===== config.mk =====
export PLATFORM = sky130hd
export DESIGN_NAME = pipe_hazard_ctrl
export DESIGN_NICKNAME = d
export VERILOG_FILES = /design/src/rtl/pipe_hazard_ctrl.sv
export SDC_FILE = /design/constraint.sdc
export NUM_CORES = 1
export LEC_CHECK = 0
export BUFFER_PORTS_ARGS = -buffer_cell sky130_fd_sc_hd__buf_2
export CAP_MARGIN = 0
export CORE_UTILIZATION = 49
export CTS_CLUSTER_SIZE = 40
export DETAILED_ROUTE_END_ITERATION = 8
export PLACE_DENSITY = 0.77
export SETUP_SLACK_MARGIN = 0.2
export SLEW_MARGIN = 20
export SYNTH_ARGS = -nofsm -noshare
export SYNTH_HDL_FRONTEND = slang
export SYNTH_SLANG_ARGS = --single-unit

===== constraint.sdc =====
create_clock -name clk -period 2.4 [get_ports clk]
set_input_delay 0.12 -clock clk [delete_from_list [all_inputs] [get_ports clk]]
set_output_delay 0.12 -clock clk [all_outputs]
set_load 0.02 [all_outputs]

===== src/rtl/pipe_hazard_ctrl.sv =====
`default_nettype none
// ============================================================================
//  Module   : pipe_hazard_ctrl
//  Purpose  : Hazard and sequencing controller for a 5-stage 8-bit pipeline.
//             Tracks the destinations in flight after ID and derives the
//             stall, squash, drain and EX forwarding controls from them.
//  Ports    : clk, reset          - clock, asynchronous active-high reset
//             id_*                - instruction currently in ID
//             ex_branch_taken     - branch in EX resolved taken
//             pc_we, ifid_we      - fetch / IF-ID load enables (comb)
//             ifid_flush          - clear IF/ID to NOP (comb)
//             idex_bubble         - load NOP into ID/EX (comb)
//             fwd_a, fwd_b        - EX operand selects (registered)
//             halted              - pipeline stopped after HALT (registered)
//             stall_count         - saturating load-use stall count
//  Revision : 1.0 - initial release
// ============================================================================
module pipe_hazard_ctrl #(
  parameter logic [3:0] OP_LOAD = 4'h8,
  parameter logic [3:0] OP_HALT = 4'hF
) (
  input  logic       clk,
  input  logic       reset,
  input  logic       id_valid,
  input  logic [3:0] id_opcode,
  input  logic [3:0] id_ra,
  input  logic [3:0] id_rb,
  input  logic [3:0] id_rw,
  input  logic       id_uses_a,
  input  logic       id_uses_b,
  input  logic       id_writes,
  input  logic       ex_branch_taken,
  output logic       pc_we,
  output logic       ifid_we,
  output logic       ifid_flush,
  output logic       idex_bubble,
  output logic [1:0] fwd_a,
  output logic [1:0] fwd_b,
  output logic       halted,
  output logic [7:0] stall_count
);

  localparam logic [1:0] c_ST_RUN    = 2'd0;
  localparam logic [1:0] c_ST_DRAIN  = 2'd1;
  localparam logic [1:0] c_ST_HALTED = 2'd2;

  localparam logic [1:0] c_FWD_RF  = 2'b00;
  localparam logic [1:0] c_FWD_EXM = 2'b01;
  localparam logic [1:0] c_FWD_MWB = 2'b10;

  logic [1:0] state_q, state_d;

  // EX and MEM slot records. A WB slot record would be dead logic: a WB
  // producer needs no forwarding (regfile writes before it reads), and the
  // drain check looks at the slot contents after the edge, where WB <= MEM.
  logic       ex_v_q, ex_v_d;
  logic [3:0] ex_rw_q, ex_rw_d;
  logic       ex_wr_q, ex_wr_d;
  logic       ex_ld_q, ex_ld_d;
  logic       mem_v_q, mem_v_d;
  logic [3:0] mem_rw_q, mem_rw_d;
  logic       mem_wr_q, mem_wr_d;

  logic [1:0] fwd_a_q, fwd_a_d;
  logic [1:0] fwd_b_q, fwd_b_d;
  logic [7:0] stall_q, stall_d;

  logic w_lu_hazard;
  logic w_issue;
  logic w_ex_hit_a, w_ex_hit_b, w_mem_hit_a, w_mem_hit_b;

  assign w_ex_hit_a  = ex_v_q  && ex_wr_q  && (ex_rw_q  == id_ra);
  assign w_ex_hit_b  = ex_v_q  && ex_wr_q  && (ex_rw_q  == id_rb);
  assign w_mem_hit_a = mem_v_q && mem_wr_q && (mem_rw_q == id_ra);
  assign w_mem_hit_b = mem_v_q && mem_wr_q && (mem_rw_q == id_rb);

  // A load's data is only ready at the end of MEM, so a consumer right
  // behind it must wait one cycle and then pick the value up from MEM/WB.
  assign w_lu_hazard = id_valid && ex_ld_q &&
                       ((w_ex_hit_a && id_uses_a) || (w_ex_hit_b && id_uses_b));

  always_comb begin
    pc_we       = 1'b1;
    ifid_we     = 1'b1;
    ifid_flush  = 1'b0;
    idex_bubble = 1'b0;
    state_d     = state_q;
    stall_d     = stall_q;

    case (state_q)
      c_ST_RUN: begin
        if (ex_branch_taken) begin
          // Squash the wrong-path instruction in ID; fetch the target.
          ifid_flush  = 1'b1;
          idex_bubble = 1'b1;
        end else if (w_lu_hazard) begin
          pc_we       = 1'b0;
          ifid_we     = 1'b0;
          idex_bubble = 1'b1;
          if (stall_q != 8'hFF) begin
            stall_d = stall_q + 8'd1;
          end
        end else if (id_valid && (id_opcode == OP_HALT)) begin
          state_d = c_ST_DRAIN;
        end
      end
      c_ST_DRAIN: begin
        pc_we       = 1'b0;
        ifid_we     = 1'b0;
        idex_bubble = 1'b1;
        // After this edge EX gets a bubble, MEM <= EX and WB <= MEM.
        if (!ex_v_q && !mem_v_q) begin
          state_d = c_ST_HALTED;
        end
      end
      default: begin
        pc_we       = 1'b0;
        ifid_we     = 1'b0;
        idex_bubble = 1'b1;
        state_d     = c_ST_HALTED;
      end
    endcase

    w_issue = id_valid && !idex_bubble;

    ex_v_d   = w_issue;
    ex_rw_d  = w_issue ? id_rw : 4'd0;
    ex_wr_d  = w_issue && id_writes;
    ex_ld_d  = w_issue && (id_opcode == OP_LOAD);
    mem_v_d  = ex_v_q;
    mem_rw_d = ex_rw_q;
    mem_wr_d = ex_wr_q;

    // Selects travel with the issued instruction into EX; EX/MEM wins.
    fwd_a_d = c_FWD_RF;
    fwd_b_d = c_FWD_RF;
    if (w_issue && id_uses_a) begin
      if (w_ex_hit_a) begin
        fwd_a_d = c_FWD_EXM;
      end else if (w_mem_hit_a) begin
        fwd_a_d = c_FWD_MWB;
      end
    end
    if (w_issue && id_uses_b) begin
      if (w_ex_hit_b) begin
        fwd_b_d = c_FWD_EXM;
      end else if (w_mem_hit_b) begin
        fwd_b_d = c_FWD_MWB;
      end
    end
  end

  always_ff @(posedge clk or posedge reset) begin
    if (reset) begin
      state_q  <= c_ST_RUN;
      ex_v_q   <= 1'b0;
      ex_rw_q  <= 4'd0;
      ex_wr_q  <= 1'b0;
      ex_ld_q  <= 1'b0;
      mem_v_q  <= 1'b0;
      mem_rw_q <= 4'd0;
      mem_wr_q <= 1'b0;
      fwd_a_q  <= c_FWD_RF;
      fwd_b_q  <= c_FWD_RF;
      stall_q  <= 8'd0;
    end else begin
      state_q  <= state_d;
      ex_v_q   <= ex_v_d;
      ex_rw_q  <= ex_rw_d;
      ex_wr_q  <= ex_wr_d;
      ex_ld_q  <= ex_ld_d;
      mem_v_q  <= mem_v_d;
      mem_rw_q <= mem_rw_d;
      mem_wr_q <= mem_wr_d;
      fwd_a_q  <= fwd_a_d;
      fwd_b_q  <= fwd_b_d;
      stall_q  <= stall_d;
    end
  end

  assign fwd_a       = fwd_a_q;
  assign fwd_b       = fwd_b_q;
  assign halted      = (state_q == c_ST_HALTED);
  assign stall_count = stall_q;

endmodule
`default_nettype wire


==> impl_metrics.prom <==
# TYPE chip_impl_metric gauge
chip_impl_info{name="endpoint_kind",value="register"} 1
chip_impl_info{name="clock-root-buffer",value="sky130_fd_sc_hd__clkbuf_4"} 1
chip_impl_metric{name="fmaxAchievable",unit="MHz"} 473
chip_impl_metric{name="grt_pass1_wl",unit="um"} 3880
chip_impl_metric{name="die-area",unit="mm2"} 0.00274
chip_impl_metric{name="timing_hold_violations_final",unit=""} 0
chip_impl_metric{name="rows",unit=""} 17
chip_impl_metric{name="leakagePower",unit="uW"} 0.000843
chip_impl_metric{name="drt.antenna.violating_nets",unit=""} 0
chip_impl_info{name="ys_dominant_reg_cell",value="sky130_fd_sc_hd__dfrtp_1"} 1
chip_impl_metric{name="final_min_period_over_clock_period",unit="%"} 88.0
chip_impl_metric{name="cts_inserted_buffers",unit=""} 3
chip_impl_metric{name="post-route-util",unit="%"} 69.2
chip_impl_metric{name="drv.max_cap_violation_count",unit=""} 0
chip_impl_metric{name="final_worst_setup_slack",unit="ns"} 0.288
chip_impl_metric{name="drtPass1Iterations",unit=""} 4
chip_impl_metric{name="synthesis.area",unit="mm2"} 0.00124
chip_impl_metric{name="grt_pass1_vias",unit=""} 927
chip_impl_metric{name="remaining_drc_errors",unit=""} 0
chip_impl_metric{name="async_reset_ff_share",unit="%"} 100
chip_impl_metric{name="ctsHtreeMaxLevel",unit=""} 1
chip_impl_metric{name="detail_route.wl_per_cell",unit="um"} 12.7
chip_impl_metric{name="power.ir.vdd_worst",unit="mV"} 0.418
chip_impl_metric{name="synthCells",unit=""} 108
chip_impl_metric{name="filler_cell_count",unit=""} 170
chip_impl_metric{name="core_area",unit="mm2"} 0.00230
chip_impl_metric{name="start_util",unit="%"} 54.0
chip_impl_metric{name="ys_warn_count",unit=""} 0
chip_impl_metric{name="drv_slew",unit=""} 0
chip_impl_metric{name="avgSynthCellArea",unit="um2"} 11.5
chip_impl_metric{name="die_width",unit="um"} 52.3
chip_impl_metric{name="r2r_slack",unit="ns"} 0.29
chip_impl_info{name="hp-class",value="input pin to register"} 1
chip_impl_metric{name="drt_wl_total",unit="um"} 2390
chip_impl_metric{name="yosys_register_bits",unit=""} 27
chip_impl_metric{name="syn2layout_area_growth",unit="%"} 28.0
chip_impl_metric{name="clkTransAtPathRegs",unit="ns"} 0.14
chip_impl_metric{name="worstPathMaxFanout",unit=""} 8
chip_impl_metric{name="layout-drive-gt1-share",unit="%"} 32.5
chip_impl_metric{name="syn-num-nets",unit=""} 132
chip_impl_metric{name="insertedDiodeCount",unit=""} 0
chip_impl_metric{name="overflow",unit=""} 0
chip_impl_info{name="crit_path_start_kind",value="register"} 1
chip_impl_metric{name="synth_enable_flop_cells",unit=""} 0
chip_impl_metric{name="port_buffers",unit=""} 39
chip_impl_metric{name="ctsLongestPathBuffers",unit=""} 2
chip_impl_metric{name="worst-endpoint-required",unit="ns"} 2.61
chip_impl_metric{name="relSlewSlack",unit="%"} 38.4
chip_impl_metric{name="yosysSeqAreaShare",unit="%"} 54.4
chip_impl_info{name="worst_path_class_setup",value="register to register"} 1
chip_impl_metric{name="drt_first_iter_violations",unit=""} 8
chip_impl_metric{name="instances_no_fill",unit=""} 188
chip_impl_metric{name="detailedPlacementHpwl",unit="um"} 1800
chip_impl_info{name="cp_cell_sequence",value="xor2_1 -> nor4_4 -> nand3_2 -> buf_4 -> a211oi_4 -> mux2_1"} 1
chip_impl_metric{name="die_height",unit="um"} 52.3
chip_impl_metric{name="finalHoldWorstSlack",unit="ns"} 0.102
chip_impl_info{name="rsz0062_at_grt",value="yes"} 1
chip_impl_metric{name="final-setup-viol-count",unit=""} 0
chip_impl_metric{name="gp_congestion",unit=""} 0.788
chip_impl_metric{name="route.detailed.vias_per_inst",unit=""} 5.11
chip_impl_metric{name="min_cycle_time_layout",unit="ns"} 2.11
chip_impl_metric{name="placed_cells",unit=""} 175
chip_impl_metric{name="worst_clock_skew",unit="ns"} 0.00756
chip_impl_info{name="cts_tree",value="yes"} 1
chip_impl_metric{name="post_synth_num_cell_types",unit=""} 25
chip_impl_metric{name="grt_usage",unit="%"} 19.4
chip_impl_metric{name="p_per_cell_area",unit="mW/mm2"} 564
chip_impl_metric{name="grt_antenna_before_repair",unit=""} 0
chip_impl_metric{name="clock_sink_total",unit=""} 27
chip_impl_metric{name="io-pin-count",unit=""} 40
chip_impl_metric{name="routed-via-count",unit=""} 961
chip_impl_info{name="status",value="finished, final reports clean"} 1
chip_impl_metric{name="cpPeakStageDelay",unit="ns"} 0.44
chip_impl_info{name="critPathSlowestCell",value="sky130_fd_sc_hd__dfrtp_1"} 1
chip_impl_metric{name="worst_skew_pair_latency",unit="ns"} 0.31
chip_impl_metric{name="grt_max_degree",unit=""} 28
chip_impl_metric{name="worst-endpoint-arrival",unit="ns"} 2.32
chip_impl_metric{name="finish.net_count",unit=""} 185
chip_impl_metric{name="worst-slew-pin-transition",unit="ns"} 0.919
chip_impl_metric{name="timing.setup.tns",unit="ns"} 0
chip_impl_metric{name="placement.setup.worst_slack",unit="ns"} 0.402
-- cells by family after synthesis --
kind of cell	after synthesis	share of synthesized area [%]
AOI/OAI and AO/OA	7	4.64
xor gates and xnor gates	23	16.2
adders and majority gates	1	1.01
buffers and inverters	2	0.907
DFF	27	54.4
muxes	1	0.907
and+or+nand+nor	47	21.9
-- sequential cells by signal (all words and copies together) (netlist names), 2 cells and up --
signal       flops
mem_rw_q         4
stall_count      8
ex_rw_q          4
fwd_a            2
fwd_b            2
state_q          2
-- routing by layer --
layer	global-route usage, %	up-vias	part of all wire (%)
li1	-	472	-
met1	24.0	463	44
met2	33.3	24	52
met3	4.06	2	3.3
met4	6.14	0	0.50
met5	0	-	0
-- cells in the mapped netlist, types with 2 or more instances --
cell type / instances / share of area [%]
sky130_fd_sc_hd__dfrtp_1: 27 / 54
sky130_fd_sc_hd__xor2_1: 14 / 9.9
sky130_fd_sc_hd__nand2_1: 11 / 3.3
sky130_fd_sc_hd__xnor2_1: 9 / 6.4
sky130_fd_sc_hd__and2_1: 8 / 4.0
sky130_fd_sc_hd__nand4_1: 6 / 3.0
sky130_fd_sc_hd__and3_1: 4 / 2.0
sky130_fd_sc_hd__nor2_1: 4 / 1.2
sky130_fd_sc_hd__nor3_1: 4 / 1.6
sky130_fd_sc_hd__nand3_1: 3 / 1.2
sky130_fd_sc_hd__a21o_1: 2 / 1.2
sky130_fd_sc_hd__a21oi_1: 2 / 0.81
sky130_fd_sc_hd__nor4_1: 2 / 1.0
-- cell type report --
type,count,area (um2),share of cell area (%)
Sequential cell,27,676,42.5
Multi-Input combinational cell,79,562,35.4
Timing Repair Buffer,49,285,18.0
Tap cell,28,35.0,2.20
Clock buffer,3,22.5,1.42
Clock inverter,1,5.00,0.315
Inverter,1,3.75,0.236
-- through the flow --
stage	power, uW	area, um2
6_report	896	1590
4_1_cts	906	1560
5_1_grt	945	1590
3_3_place_gp	703	1470
2_1_floorplan	639	1240
3_5_place_dp	709	1470
-- cells in the final DEF, fill, tap and decap left out, types with 3 or more instances in the layout --
| cell type | Yosys | final |
|---|---|---|
| sky130_fd_sc_hd__nor3_1 | 4 | 4 |
| sky130_fd_sc_hd__buf_2 | 0 | 39 |
| sky130_fd_sc_hd__nand4_1 | 6 | 6 |
| sky130_fd_sc_hd__dfrtp_1 | 27 | 27 |
| sky130_fd_sc_hd__and2_1 | 8 | 8 |
| sky130_fd_sc_hd__nor2_1 | 4 | 4 |
| sky130_fd_sc_hd__dlygate4sd3_1 | 0 | 6 |
| sky130_fd_sc_hd__nand2_1 | 11 | 10 |
| sky130_fd_sc_hd__buf_4 | 1 | 4 |
| sky130_fd_sc_hd__xor2_1 | 14 | 14 |
| sky130_fd_sc_hd__and3_1 | 4 | 4 |
| sky130_fd_sc_hd__xnor2_1 | 9 | 9 |
| sky130_fd_sc_hd__clkbuf_4 | 0 | 3 |
-- worst max-delay path, delay by kind of cell (launching register included) --
family                 cells  cell delay, ns
multiplexers               1            0.36
AND/OR/NAND/NOR            2            0.41
AO/OA/AOI/OAI              1            0.42
XOR/XNOR                   1            0.21
flip-flops                 1            0.44
buffers and inverters      1            0.17
-- power by group --
part	total (uW)	internal [uW]	switching (uW)
clock	186	62.2	124
combinational	209	87.4	122
sequential	500	478	21.6
total	896	628	268
-- path summary, 6_finish.rpt --
kind	from	cells after the start	to
setup reg to reg	ex_rw_q[0]	6	stall_count[1]
setup / recovery	ex_rw_q[0]	6	stall_count[1]
hold / removal	id_opcode[3]	2	ex_ld_q
min in group asynchronous	reset	3	stall_count[3]
hold reg to reg	ex_wr_q	0	mem_wr_q
max in group asynchronous	reset	3	stall_count[6]
-- timing repair --
| action | CTS | global route |
|---|---|---|
| hold buffers | 5 | 1 |
| buffers inserted | 1 | 2 |
| resized for setup | 0 | 2 |
| setup endpoints to repair | 2 | 3 |
| pin swaps | 0 | 3 |
| endpoints found under the hold margin | 5 | 27 |
Power figures use the tool's default switching activity.
